### config.mk
export PLATFORM = sky130hd
export DESIGN_NAME = vga_timing_flat
export DESIGN_NICKNAME = d
export VERILOG_FILES = /design/src/rtl/vga_pkg.sv /design/src/rtl/vga_if.sv /design/src/rtl/vga_counter.sv /design/src/rtl/vga_timing.sv /design/src/flat_wrapper.sv
export SDC_FILE = /design/constraint.sdc
export NUM_CORES = 1
export LEC_CHECK = 0
export ABC_AREA = 1
export BUFFER_PORTS_ARGS = -buffer_cell sky130_fd_sc_hd__buf_4
export CAP_MARGIN = 20
export CORE_MARGIN = 2
export CORE_UTILIZATION = 45
export CTS_CLUSTER_DIAMETER = 50
export DETAILED_ROUTE_END_ITERATION = 12
export PLACE_DENSITY = 0.67
export SLEW_MARGIN = 20
export SYNTH_ARGS = -nofsm -noshare
export SYNTH_HDL_FRONTEND = slang
export SYNTH_HIERARCHICAL = 1
export SYNTH_SLANG_ARGS = --single-unit
### constraint.sdc
create_clock -name clk -period 2.91 [get_ports clk]
set_clock_uncertainty 0.05 [all_clocks]
set_input_delay 0.4365 -clock clk [delete_from_list [all_inputs] [get_ports clk]]
set_output_delay 0.4365 -clock clk [all_outputs]
set_load 0.02 [all_outputs]
### src/rtl/vga_pkg.sv
`default_nettype none
// ============================================================================
//  Module      : vga_pkg
//  Description : Timing constants for 800x600@60 Hz (40 MHz pixel clock) and
//                the colour-bar table used by the optional test pattern.
//  Revision    : 1.0  initial release
// ============================================================================
package vga_pkg;

    // Horizontal timing, in pixel clocks
    localparam logic [10:0] HOR_PIXELS     = 11'd800;
    localparam logic [10:0] HOR_TOTAL      = 11'd1056;
    localparam logic [10:0] HOR_SYNC_START = 11'd840;
    localparam logic [10:0] HOR_SYNC_END   = 11'd968;

    // Vertical timing, in lines
    localparam logic [10:0] VER_PIXELS     = 11'd600;
    localparam logic [10:0] VER_TOTAL      = 11'd628;
    localparam logic [10:0] VER_SYNC_START = 11'd601;
    localparam logic [10:0] VER_SYNC_END   = 11'd605;

    // Colour-bar test pattern: 8 bars of 100 pixels
    localparam logic [6:0]  BAR_WIDTH      = 7'd100;
    localparam logic [11:0] BAR_COLOURS [8] = '{
        12'hFFF, 12'hFF0, 12'h0FF, 12'h0F0,
        12'hF0F, 12'hF00, 12'h00F, 12'h000
    };

endpackage
`default_nettype wire

### src/rtl/vga_if.sv
`default_nettype none
// ============================================================================
//  Module      : vga_if
//  Description : Video stream bundle passed between pipeline stages.
//                'out' modport: producer side, 'in' modport: consumer side.
//                hcount[10:0], hsync, hblnk, vcount[10:0], vsync, vblnk,
//                rgb[11:0] (38 bits total).
//  Revision    : 1.0  initial release
// ============================================================================
interface vga_if;

    logic [10:0] hcount;
    logic        hsync;
    logic        hblnk;
    logic [10:0] vcount;
    logic        vsync;
    logic        vblnk;
    logic [11:0] rgb;

    modport out (
        output hcount, hsync, hblnk, vcount, vsync, vblnk, rgb
    );

    modport in (
        input  hcount, hsync, hblnk, vcount, vsync, vblnk, rgb
    );

endinterface
`default_nettype wire

### src/rtl/vga_counter.sv
`default_nettype none
// ============================================================================
//  Module      : vga_counter
//  Description : Modulo-MODULUS up counter with enable.
//  Ports       : clk   - clock
//                rst   - asynchronous active-high reset (count -> 0)
//                en    - advance the count this cycle
//                count - current count, 0..MODULUS-1 (flop output)
//                wrap  - en is high and count is at MODULUS-1, i.e. the
//                        count returns to 0 on the next edge
//  Revision    : 1.0  initial release
// ============================================================================
module vga_counter #(
    parameter int WIDTH   = 11,
    parameter int MODULUS = 1056
) (
    input  logic             clk,
    input  logic             rst,
    input  logic             en,
    output logic [WIDTH-1:0] count,
    output logic             wrap
);

    localparam logic [WIDTH-1:0] c_last = WIDTH'(MODULUS - 1);

    logic [WIDTH-1:0] r_count;

    assign wrap  = en && (r_count == c_last);
    assign count = r_count;

    always_ff @(posedge clk or posedge rst) begin
        if (rst) begin
            r_count <= '0;
        end else if (en) begin
            r_count <= wrap ? '0 : r_count + WIDTH'(1);
        end
    end

endmodule
`default_nettype wire

### src/rtl/vga_timing.sv
`default_nettype none
// ============================================================================
//  Module      : vga_timing
//  Description : Free-running 800x600@60 Hz VGA timing generator. Produces
//                hcount/vcount with cycle-aligned sync and blanking, a
//                frame-start pulse and a completed-frame counter.
//  Ports       : clk         - 40 MHz pixel clock
//                rst         - asynchronous active-high reset
//                out         - vga_if.out stream (all fields registered)
//                frame_start - one-cycle pulse while out presents (0,0)
//                frame_cnt   - 8-bit completed-frame counter, wraps
//  Macro       : VGA_TEST_PATTERN_EN - when defined, rgb carries 8 vertical
//                colour bars in the active area; otherwise rgb is 0.
//  Revision    : 1.0  initial release
// ============================================================================
module vga_timing
    import vga_pkg::*;
(
    input  logic       clk,
    input  logic       rst,
    vga_if.out         out,
    output logic       frame_start,
    output logic [7:0] frame_cnt
);

    logic [10:0] w_hc;
    logic [10:0] w_vc;
    logic        w_h_wrap;
    logic        w_v_wrap;
    logic [10:0] w_hc_nxt;
    logic [10:0] w_vc_nxt;

    logic        r_hsync;
    logic        r_hblnk;
    logic        r_vsync;
    logic        r_vblnk;
    logic        r_frame_start;
    logic [7:0]  r_frame_cnt;

    vga_counter #(
        .WIDTH   (11),
        .MODULUS (int'(HOR_TOTAL))
    ) u_hcnt (
        .clk   (clk),
        .rst   (rst),
        .en    (1'b1),
        .count (w_hc),
        .wrap  (w_h_wrap)
    );

    // Vertical counter advances only on the last pixel of each line, so its
    // wrap flag marks the final pixel of the frame.
    vga_counter #(
        .WIDTH   (11),
        .MODULUS (int'(VER_TOTAL))
    ) u_vcnt (
        .clk   (clk),
        .rst   (rst),
        .en    (w_h_wrap),
        .count (w_vc),
        .wrap  (w_v_wrap)
    );

    // The values the counters will hold after the next edge. Decoding these
    // keeps the registered sync/blank bits aligned with the counts.
    assign w_hc_nxt = w_h_wrap ? 11'd0 : w_hc + 11'd1;
    assign w_vc_nxt = w_v_wrap ? 11'd0 : (w_h_wrap ? w_vc + 11'd1 : w_vc);

    always_ff @(posedge clk or posedge rst) begin
        if (rst) begin
            r_hsync       <= 1'b0;
            r_hblnk       <= 1'b0;
            r_vsync       <= 1'b0;
            r_vblnk       <= 1'b0;
            r_frame_start <= 1'b0;
            r_frame_cnt   <= 8'd0;
        end else begin
            r_hblnk       <= (w_hc_nxt >= HOR_PIXELS);
            r_hsync       <= (w_hc_nxt >= HOR_SYNC_START) && (w_hc_nxt < HOR_SYNC_END);
            r_vblnk       <= (w_vc_nxt >= VER_PIXELS);
            r_vsync       <= (w_vc_nxt >= VER_SYNC_START) && (w_vc_nxt < VER_SYNC_END);
            // Out of reset the counters start at (0,0) without a wrap, so the
            // partial first frame never raises frame_start.
            r_frame_start <= w_v_wrap;
            if (w_v_wrap) begin
                r_frame_cnt <= r_frame_cnt + 8'd1;
            end
        end
    end

    assign out.hcount  = w_hc;
    assign out.vcount  = w_vc;
    assign out.hsync   = r_hsync;
    assign out.hblnk   = r_hblnk;
    assign out.vsync   = r_vsync;
    assign out.vblnk   = r_vblnk;
    assign frame_start = r_frame_start;
    assign frame_cnt   = r_frame_cnt;

`ifdef VGA_TEST_PATTERN_EN
    // Bar index without a divider: r_bar_sub counts 0..99 across each bar,
    // r_bar_idx steps once per bar; both track hc and restart on its wrap.
    logic [6:0]  r_bar_sub;
    logic [2:0]  r_bar_idx;
    logic [6:0]  w_bar_sub_nxt;
    logic [2:0]  w_bar_idx_nxt;
    logic [11:0] r_rgb;

    always_comb begin
        w_bar_sub_nxt = r_bar_sub + 7'd1;
        w_bar_idx_nxt = r_bar_idx;
        if (w_h_wrap) begin
            w_bar_sub_nxt = 7'd0;
            w_bar_idx_nxt = 3'd0;
        end else if (r_bar_sub == (BAR_WIDTH - 7'd1)) begin
            w_bar_sub_nxt = 7'd0;
            w_bar_idx_nxt = r_bar_idx + 3'd1;
        end
    end

    always_ff @(posedge clk or posedge rst) begin
        if (rst) begin
            r_bar_sub <= 7'd0;
            r_bar_idx <= 3'd0;
            r_rgb     <= 12'h000;
        end else begin
            r_bar_sub <= w_bar_sub_nxt;
            r_bar_idx <= w_bar_idx_nxt;
            r_rgb     <= ((w_hc_nxt < HOR_PIXELS) && (w_vc_nxt < VER_PIXELS))
                         ? BAR_COLOURS[w_bar_idx_nxt] : 12'h000;
        end
    end

    assign out.rgb = r_rgb;
`else
    assign out.rgb = 12'h000;
`endif

endmodule
`default_nettype wire

### src/flat_wrapper.sv
// flat-port wrapper written by rule: the top's interface ports become plain ports
module vga_timing_flat import vga_pkg::*;
  (clk, rst, frame_start, frame_cnt, out_hcount, out_hsync, out_hblnk, out_vcount, out_vsync, out_vblnk, out_rgb);
  vga_if out_i ();
  input  logic clk;
  input  logic rst;
  output logic frame_start;
  output logic [7:0] frame_cnt;
  output wire logic [$bits(out_i.hcount)-1:0] out_hcount;
  output wire logic [$bits(out_i.hsync)-1:0] out_hsync;
  output wire logic [$bits(out_i.hblnk)-1:0] out_hblnk;
  output wire logic [$bits(out_i.vcount)-1:0] out_vcount;
  output wire logic [$bits(out_i.vsync)-1:0] out_vsync;
  output wire logic [$bits(out_i.vblnk)-1:0] out_vblnk;
  output wire logic [$bits(out_i.rgb)-1:0] out_rgb;
  assign out_hcount = out_i.hcount;
  assign out_hsync = out_i.hsync;
  assign out_hblnk = out_i.hblnk;
  assign out_vcount = out_i.vcount;
  assign out_vsync = out_i.vsync;
  assign out_vblnk = out_i.vblnk;
  assign out_rgb = out_i.rgb;
  vga_timing u_core (.clk(clk), .rst(rst), .out(out_i), .frame_start(frame_start), .frame_cnt(frame_cnt));
endmodule
==> results of run 1 <==
-- timing repair --
item                                    4_1_cts  5_1_grt
endpoints found under the setup margin        0        6
buffers inserted                              0        8
hold buffers                                  0        0
gates resized for setup                       0        5
-- synthesized netlist by cell type --
cell and number:
sky130_fd_sc_hd__a21oi_1 6, sky130_fd_sc_hd__a21oi_2 1, sky130_fd_sc_hd__a31o_2 1, sky130_fd_sc_hd__buf_4 14, sky130_fd_sc_hd__buf_6 2, sky130_fd_sc_hd__conb_1 2
sky130_fd_sc_hd__dfrtp_1 35, sky130_fd_sc_hd__ha_1 5, sky130_fd_sc_hd__inv_1 79, sky130_fd_sc_hd__inv_2 2, sky130_fd_sc_hd__nand2_1 108, sky130_fd_sc_hd__nand2_2 4
sky130_fd_sc_hd__nand3_1 34, sky130_fd_sc_hd__nand3_2 6, sky130_fd_sc_hd__nand3_4 1, sky130_fd_sc_hd__nand3b_1 1, sky130_fd_sc_hd__nand4_1 9, sky130_fd_sc_hd__nor2_1 44
sky130_fd_sc_hd__nor2_2 5, sky130_fd_sc_hd__nor2_4 5, sky130_fd_sc_hd__nor3_1 5, sky130_fd_sc_hd__nor3_2 1, sky130_fd_sc_hd__nor3b_1 1, sky130_fd_sc_hd__nor4_4 1
sky130_fd_sc_hd__o21ai_0 6, sky130_fd_sc_hd__o21ai_1 2, sky130_fd_sc_hd__o21bai_1 2, sky130_fd_sc_hd__o22ai_1 1, sky130_fd_sc_hd__xnor2_1 4, sky130_fd_sc_hd__xor2_1 7
-- state kept, by name, summed over array words and instances (netlist names) --
name	cells
u_core/u_hcnt/count	11
u_core/frame_cnt	8
u_core/out.vsync	1
u_core/frame_start	1
u_core/out.hsync	1
u_core/out.hblnk	1
u_core/u_vcnt/count	11
u_core/out.vblnk	1
-- cell usage in the layout (no fill, tap or decap), drive strengths merged --
cell type,instances
ha,5
o21ai,8
buf,52
dfrtp,35
clkinvlp,1
a31o,1
xnor2,4
inv,80
nand3b,1
nor3b,1
xor2,7
nor4,1
a21oi,7
conb,13
nand3,41
nand4,9
nor3,6
o21bai,2
nor2,54
nand2,112
o22ai,1
bufinv,1
clkbuf,7
-- routing by layer --
metal,GRT usage (%),up-vias
li1,-,1284
met1,27.9,1103
met2,30.4,64
met3,3.60,11
met4,7.46,0
met5,0,-
-- worst max-delay path by stage --
stage / cells after the start / slack (ns) / endpoint
2_1_floorplan: 15 / 0.11 / u_core/frame_cnt[7]
3_3_place_gp: 13 / 0.30 / u_core/frame_cnt[7]
3_5_place_dp: 13 / 0.17 / u_core/frame_cnt[7]
4_1_cts: 13 / 0.16 / u_core/frame_cnt[7]
5_1_grt: 16 / 0.01 / u_core/out.vsync
6_report: 15 / 0.23 / u_core/out.vsync
-- critical path, stage by stage, from the launching register on --
cell	delay [ns]
sky130_fd_sc_hd__dfrtp_1	0.45
sky130_fd_sc_hd__nand2_1	0.08
sky130_fd_sc_hd__nor3_1	0.31
sky130_fd_sc_hd__nand3_2	0.19
sky130_fd_sc_hd__inv_1	0.13
sky130_fd_sc_hd__nand2_2	0.07
sky130_fd_sc_hd__nor2_1	0.14
sky130_fd_sc_hd__nand3_2	0.16
sky130_fd_sc_hd__inv_2	0.12
sky130_fd_sc_hd__clkinvlp_4	0.17
sky130_fd_sc_hd__clkbuf_2	0.20
sky130_fd_sc_hd__nand3_1	0.12
sky130_fd_sc_hd__nand2_1	0.08
sky130_fd_sc_hd__nor2_1	0.12
sky130_fd_sc_hd__nand4_1	0.10
sky130_fd_sc_hd__nor2_1	0.10
-- power by group --
part / switching, uW / total (uW) / leakage [uW] / internal (uW)
sequential: 70.2 / 604 / 0.000425 / 533
clock: 174 / 425 / 0.0000513 / 251
combinational: 297 / 484 / 0.00133 / 187
-- cell families after synthesis --
logic type	share of synthesized area, %
xor gates and xnor gates	3.65
and+or+nand+nor	40.1
DFF	33.2
other	0.284
buffers and inverters	16.3
adders and majority gates	2.37
AOI/OAI and AO/OA	4.12
-- per-stage QoR --
stage / power [uW] / cells / worst slack, ns / hold slack (ns) / area (sq um)
floorplan: 922 / 405 / 0.107 / 0.239 / 2680
global placement: 1070 / 506 / 0.302 / 0.425 / 2980
detailed placement: 1080 / 506 / 0.168 / 0.442 / 2980
CTS: 1520 / 513 / 0.156 / 0.128 / 3090
global route: 1620 / 521 / 0.0112 / 0.141 / 3160
finish: 1510 / 521 / 0.230 / 0.126 / 3160
-- final cells by class --
class,count,area (sq um)
well taps,72,90.1
clock buffers,6,72.6
fillers,545,2410
repair buffers,53,395
clock inverters,1,30.0
multi-input cells,273,1390
inverters,81,308
flip-flops and latches,35,877
==> summary by stage, run 1 <==
Run status
The flow ran to the end, and the final reports show no timing, DRC or antenna violations.

Critical path
The setup slack of the most critical reg-to-reg path is roughly 0.23 ns. The startpoint type of the worst setup path is a flip-flop. The number of cells on the worst reg-to-reg path is 15. Along the worst path, the maximum fanout reaches 6. The required time at the worst-slack endpoint is about 3 ns. In this run the worst setup path begins at u_core/u_hcnt/count[10]. The startpoint of the worst register-to-register path is u_core/u_hcnt/count[10]. The reg-to-reg critical path endpoint is u_core/out.vsync. The worst setup path is of the flip-flop to flip-flop kind. Data arrives at the worst endpoint at between 2 and 3 ns. The worst setup path is captured at a flip-flop.

Clocking
The sink count of the clock tree is 35. The TritonCTS buffer count is 5. The clock tree root driver cell is sky130_fd_sc_hd__clkbuf_8. The H-tree was split into 2 levels. Clock-pin slew was measured on the worst setup and hold paths at around 0.080 ns.

The insertion delay to the later sink of the worst-skew pair is ~0.29 ns. In this run the deepest clock path goes through 2 buffers. The TritonCTS clock tree is yes.

Logic synthesis
The average cell area after synthesis is ~6.7 sq um. After synthesis the cells add up to between 2000 and 3000 sq um. The number of different library cells used by synthesis comes to 30. Synthesis inferred 35 register bits. Synthesis produced a netlist whose cell count is 394. Of the post-synthesis cell area, the dominant cell type holds roughly a third. The biggest area consumer among synthesized cells is sky130_fd_sc_hd__dfrtp_1. Yosys printed 6 warnings. By area the synthesized netlist is led by sky130_fd_sc_hd__dfrtp_1 33%, sky130_fd_sc_hd__nand2_1 15%, sky130_fd_sc_hd__inv_1 11%. The register area share after synthesis is roughly 33%.

GRT
The first global-routing pass estimated roughly 10000 microns of wire. The overall track demand over capacity in global routing is 19.9%. The number of antenna violations at the first check in global routing is 0.

The largest net degree at the start of global routing is 16. The final global-route overflow total is 0. The via count of the first global-routing pass is ~2200.

Job
Max-cap violations in this run came to 0.

STA
Setup repair after global routing left no endpoint under its margin. Counting I/O delays and the setup requirement, the final critical path takes roughly 2.7 ns. The post-route setup TNS is 0 ns. The timing-limited maximum frequency is 0.373 GHz. The final count of hold timing violations came to 0. The portion of the clock cycle consumed by the worst path in the final layout is between 90% and 100%. The count of final setup violators is 0.

The max-slew violation count is 0.

Worst hold path
The path class of the tightest hold or removal check is primary input to async pin.

Layout
The final layout contains ~460 nets. Measured on the finished design, the core utilization comes to between 50 and 60%. The antenna cell count is 0. The post-route netlist has between 20% and 30% of its cells at a drive strength greater than 1. From synthesis to final layout, the design area changed by 19.7%.

Power and ir drop
The peak supply drop is between 0.3 and 0.4 mV. The power density of the placed cells is 479 nW/um^2. The analysis attributes to cell leakage a power of between 0.0015 and 0.002 uW.

Route
In the routed design, unresolved DRC markers number 0. The detailed router finished its first iteration with between 100 and 150 violations. The highest metal layer carrying signal wires in the routed design is met4.

Summing over every cut layer, the via total after detailed routing is 2462. The routed length per instance is between 10 and 15 microns. After detailed routing, the number of vias per cell comes to between 4 and 5.

Before antenna repair, the detailed router went through 4 iterations. After detailed routing, the met3 layer carries between 200 and 300 microns of wire. The routed wire length is 5980 microns. The post-detailed-route count of antenna-violating nets is 0. The routed length on met2 is approximately 2700 microns. The detailed router put a total of roughly 2900 microns of wire on met1.

Floorplan
The die covers ~6500 sq um. The core region is 5570 sq um. The die span in y is between 80 and 90 microns.

The floorplan has 27 rows. The number of top-level design ports is approximately 50. The floorplan step set the die width to approximately 81 microns. For this configuration, the core starts out at a cell density of 47.4%.

Placement
Detailed placement finished with a half-perimeter wire length of about 4400 microns. Routability-driven placement finished with a final weighted congestion of ~0.86. During placement, the flow inserted port buffers numbering 36.
No activity file was read; power rests on OpenSTA's default activity.
==> run 2, diff against run 1 <==
==> constraint.sdc (replaced) <==
create_clock -name clk -period 2.91 [get_ports clk]
set_clock_uncertainty 0.05 [all_clocks]
set_input_delay 0.582 -clock clk [delete_from_list [all_inputs] [get_ports clk]]
set_output_delay 0.582 -clock clk [all_outputs]
set_load 0.02 [all_outputs]
==> run 2 against run 1 <==
Worst setup slack gained 0.050 ns. Sequential cell count unchanged. Routed wire length shrank 2.7%. Power shrank 1.2%. Non-clock buffer count down 5. Die area unchanged. Sequential share of layout area grew 0.38 points. Register-to-register slack better by 0.05 ns. Combinational power down 4.8%. Critical endpoint unchanged.
==> summary by stage, run 2 (same netlist as run 1, synthesis figures left out) <==
Job
The max capacitance violation total is 0.

Layout
After the last flow step, the layout net total stands at 451. The layout overhead on the synthesized area is 18.0%. The share of post-route cells with drive strength above 1 is between 10% and 20%. The repair_antennas step left the layout with diodes totalling 0.

The library cell used most frequently in the layout, excluding fill and tap cells, is sky130_fd_sc_hd__nand2_1. The library cells used most frequently in the layout, excluding fill and tap cells, are 108 x sky130_fd_sc_hd__nand2_1, 77 x sky130_fd_sc_hd__inv_1, 47 x sky130_fd_sc_hd__buf_4. The number of fill cells in the layout is approximately 570.

Floorplan
The number of cell rows is 27. The die covers about 6500 sq um. The chip width is about 80 microns.

In this run the vertical extent of the chip is between 80 and 90 microns. In this run the standard cell core region covers ~5600 sq um. The number of top-level design ports is 49.

The effective utilization at floorplan is a little under half.

Run status
The flow ran to the end, and the final reports show no timing, DRC or antenna violations.

Placement
The HPWL after detailed placement is between 4000 and 5000 microns. The worst setup timing slack at the placement stage is 0.199 ns. The weighted congestion at the end of routability-driven global placement is approximately 0.86. Input and output buffers added on the ports amount to 36.

GRT
The final global-route overflow total is 0. Global routing used between 10% and 20% of the available tracks. The via count of the first global-routing pass is ~2200.

The number of antenna violations at the first check in global routing is 0. Entering global routing, the biggest net connects 16 pins. The first global-routing pass estimated slightly below 10000 microns of wire.

Critical path
The highest fanout seen on the critical path is 7. Data on the critical path arrives at its endpoint at 2.79 ns. The cell repeated most along the worst path is sky130_fd_sc_hd__nor2_1.

For the worst flop-to-flop path, the logic depth is 16. The library cell contributing the largest single delay on the critical path is sky130_fd_sc_hd__dfrtp_2. The startpoint type of the worst setup path is a flip-flop. The required time at the worst-slack endpoint is 3.07 ns. On the worst path, the slowest cell contributes a delay of 0.42 ns. The critical path is of the flip-flop to flip-flop type.

Walking the worst path, the cells encountered are ha_2, nand2_1, nor3_2, nand3_2, inv_1, nand2_2, nor2_1, nand3_2, inv_2, clkinvlp_4, buf_2, nand3_1, nand2_1, nor2_1, nand4_1, nor2_1. The startpoint identified for the worst register-to-register timing path is u_core/u_hcnt/count[1]. The endpoint identified for the worst register-to-register timing path is u_core/out.vsync. Setup slack on the worst reg-to-reg path comes out at roughly 0.28 ns. The worst setup path is captured at a flip-flop.

Power and ir drop
Across the VDD grid, the largest voltage drop is about 0.42 mV. The internal power of the cells totals about 960 uW. For this design the ratio of total power to cell area is roughly 480 nW/um^2. Per report_power, the clock group accounts for 28.2% of the total. The leakage power is 0.00178 uW. Total power for the finished layout comes to between 1000 and 1500 uW. The power share of the combinational group is about 30%.

Net switching is a little over a third of the power. The part of the total power dissipated in sequential elements is 40.9%. In this run the power spent charging and discharging nets is ~540 uW.

Clocking
The largest buffer count on any clock path is 2. The clock tree root driver cell is sky130_fd_sc_hd__clkbuf_8. The sink count of the clock tree is 35. The insertion delay to the later sink of the worst-skew pair is around 0.28 ns. The H-tree depth is 2.

TritonCTS built the clock tree. After clock tree synthesis, the clock-pin slew on the worst setup and hold paths is about 0.070 ns. Clock tree synthesis inserted a total of 5 buffers.

STA
The timing-limited maximum frequency is 0.380 GHz. Setup repair after global routing left no endpoint under its margin. The post-route setup TNS is 0 ns. The final count of hold timing violations was 0. Setup violations remaining at the end of the flow were counted as 0. The max-slew violation count came to 0.

Once routing completed, OpenROAD measured the worst setup slack at around 0.28 ns. The smallest clock period supported by the final layout is computed as around 2.6 ns. The portion of the clock cycle consumed by the worst path in the final layout is roughly nine tenths.

Route
The routed layout has around 2400 vias. The number of remaining DRC errors is 0. After detailed routing, the number of vias per cell comes to 4.73. The number of search-and-repair iterations in the first detailed-routing pass is 5.

The initial DRC count is ~110. After detailed routing, the average wire length per cell comes to 11.3 microns. The post-detailed-route count of antenna-violating nets is 0. After detailed routing, the total wire length is 5820 microns.

Worst hold path
The tightest min-delay check is of the primary input to async pin type.
[run 2: cell types whose count changed in the layout (fill, tap and decap cells not counted), sizes merged]
cell,before,now
clkbuf,7,6
buf,52,48
[run 2: final cells by class]
type                       count  area (sq um)  share of cell area (%)
clock inverter                 1          30.0                   0.963
inverter                      81           308                    9.87
multi-input combinational    273          1380                    44.3
sequential                    35           877                    28.1
timing repair buffer          48           358                    11.5
tap                           72          90.1                    2.89
clock buffer                   6          72.6                    2.33
[run 2: layer usage]
metal | global-route usage, % | vias up | routed length (microns) | share of wire (%)
met3 | 3.60 | 6 | 327 | 5.6
met5 | 0 | - | 0 | 0
li1 | - | 1273 | - | -
met4 | 6.27 | 0 | 71 | 1.2
met2 | 31.8 | 73 | 2640 | 45
met1 | 25.7 | 1087 | 2780 | 48
[run 2: how the worst max path moves through the flow]
stage,startpoint,to,slack [ns],cells past startpoint
finish,u_core/u_hcnt/count[1],u_core/out.vsync,0.28,16
floorplan,u_core/u_hcnt/count[0],u_core/frame_cnt[7],0.11,15
global placement,u_core/u_hcnt/count[1],u_core/frame_cnt[7],0.30,13
global route,u_core/u_hcnt/count[1],u_core/out.vsync,0.03,16
detailed placement,u_core/u_hcnt/count[1],u_core/frame_cnt[7],0.20,13
CTS,u_core/u_hcnt/count[1],u_core/frame_cnt[7],0.16,13
[run 2: per-stage QoR]
step	hold WS, ns	area (sq um)	utilization [%]	instances
after CTS	0.281	3080	55.2	512
final	0.276	3120	55.9	516
after global routing	0.301	3120	55.9	516
after global placement	0.422	2980	53.4	505
after detailed placement	0.422	2980	53.4	505
after floorplan	0.384	2680	-	405
[run 2: repair_timing]
action,4_1_cts,5_1_grt
resized for setup,0,5
hold buffers,0,0
setup endpoints to repair,0,5
setup buffers,0,4
[run 2: power by group through the flow]
stage          clock network, uW  registers [uW]  logic [uW]
2_1_floorplan                  0             683         239
3_3_place_gp                   0             614         451
3_5_place_dp                   0             616         455
4_1_cts                      436             607         458
5_1_grt                      457             620         516
6_report                     422             612         461
[run 2: critical path, delay by kind of cell (launching register included)]
family | cells | cell delay, ns
and+or+nand+nor | 11 | 1.23
DFF | 1 | 0.42
adders and majority gates | 1 | 0.23
buffers and inverters | 4 | 0.64
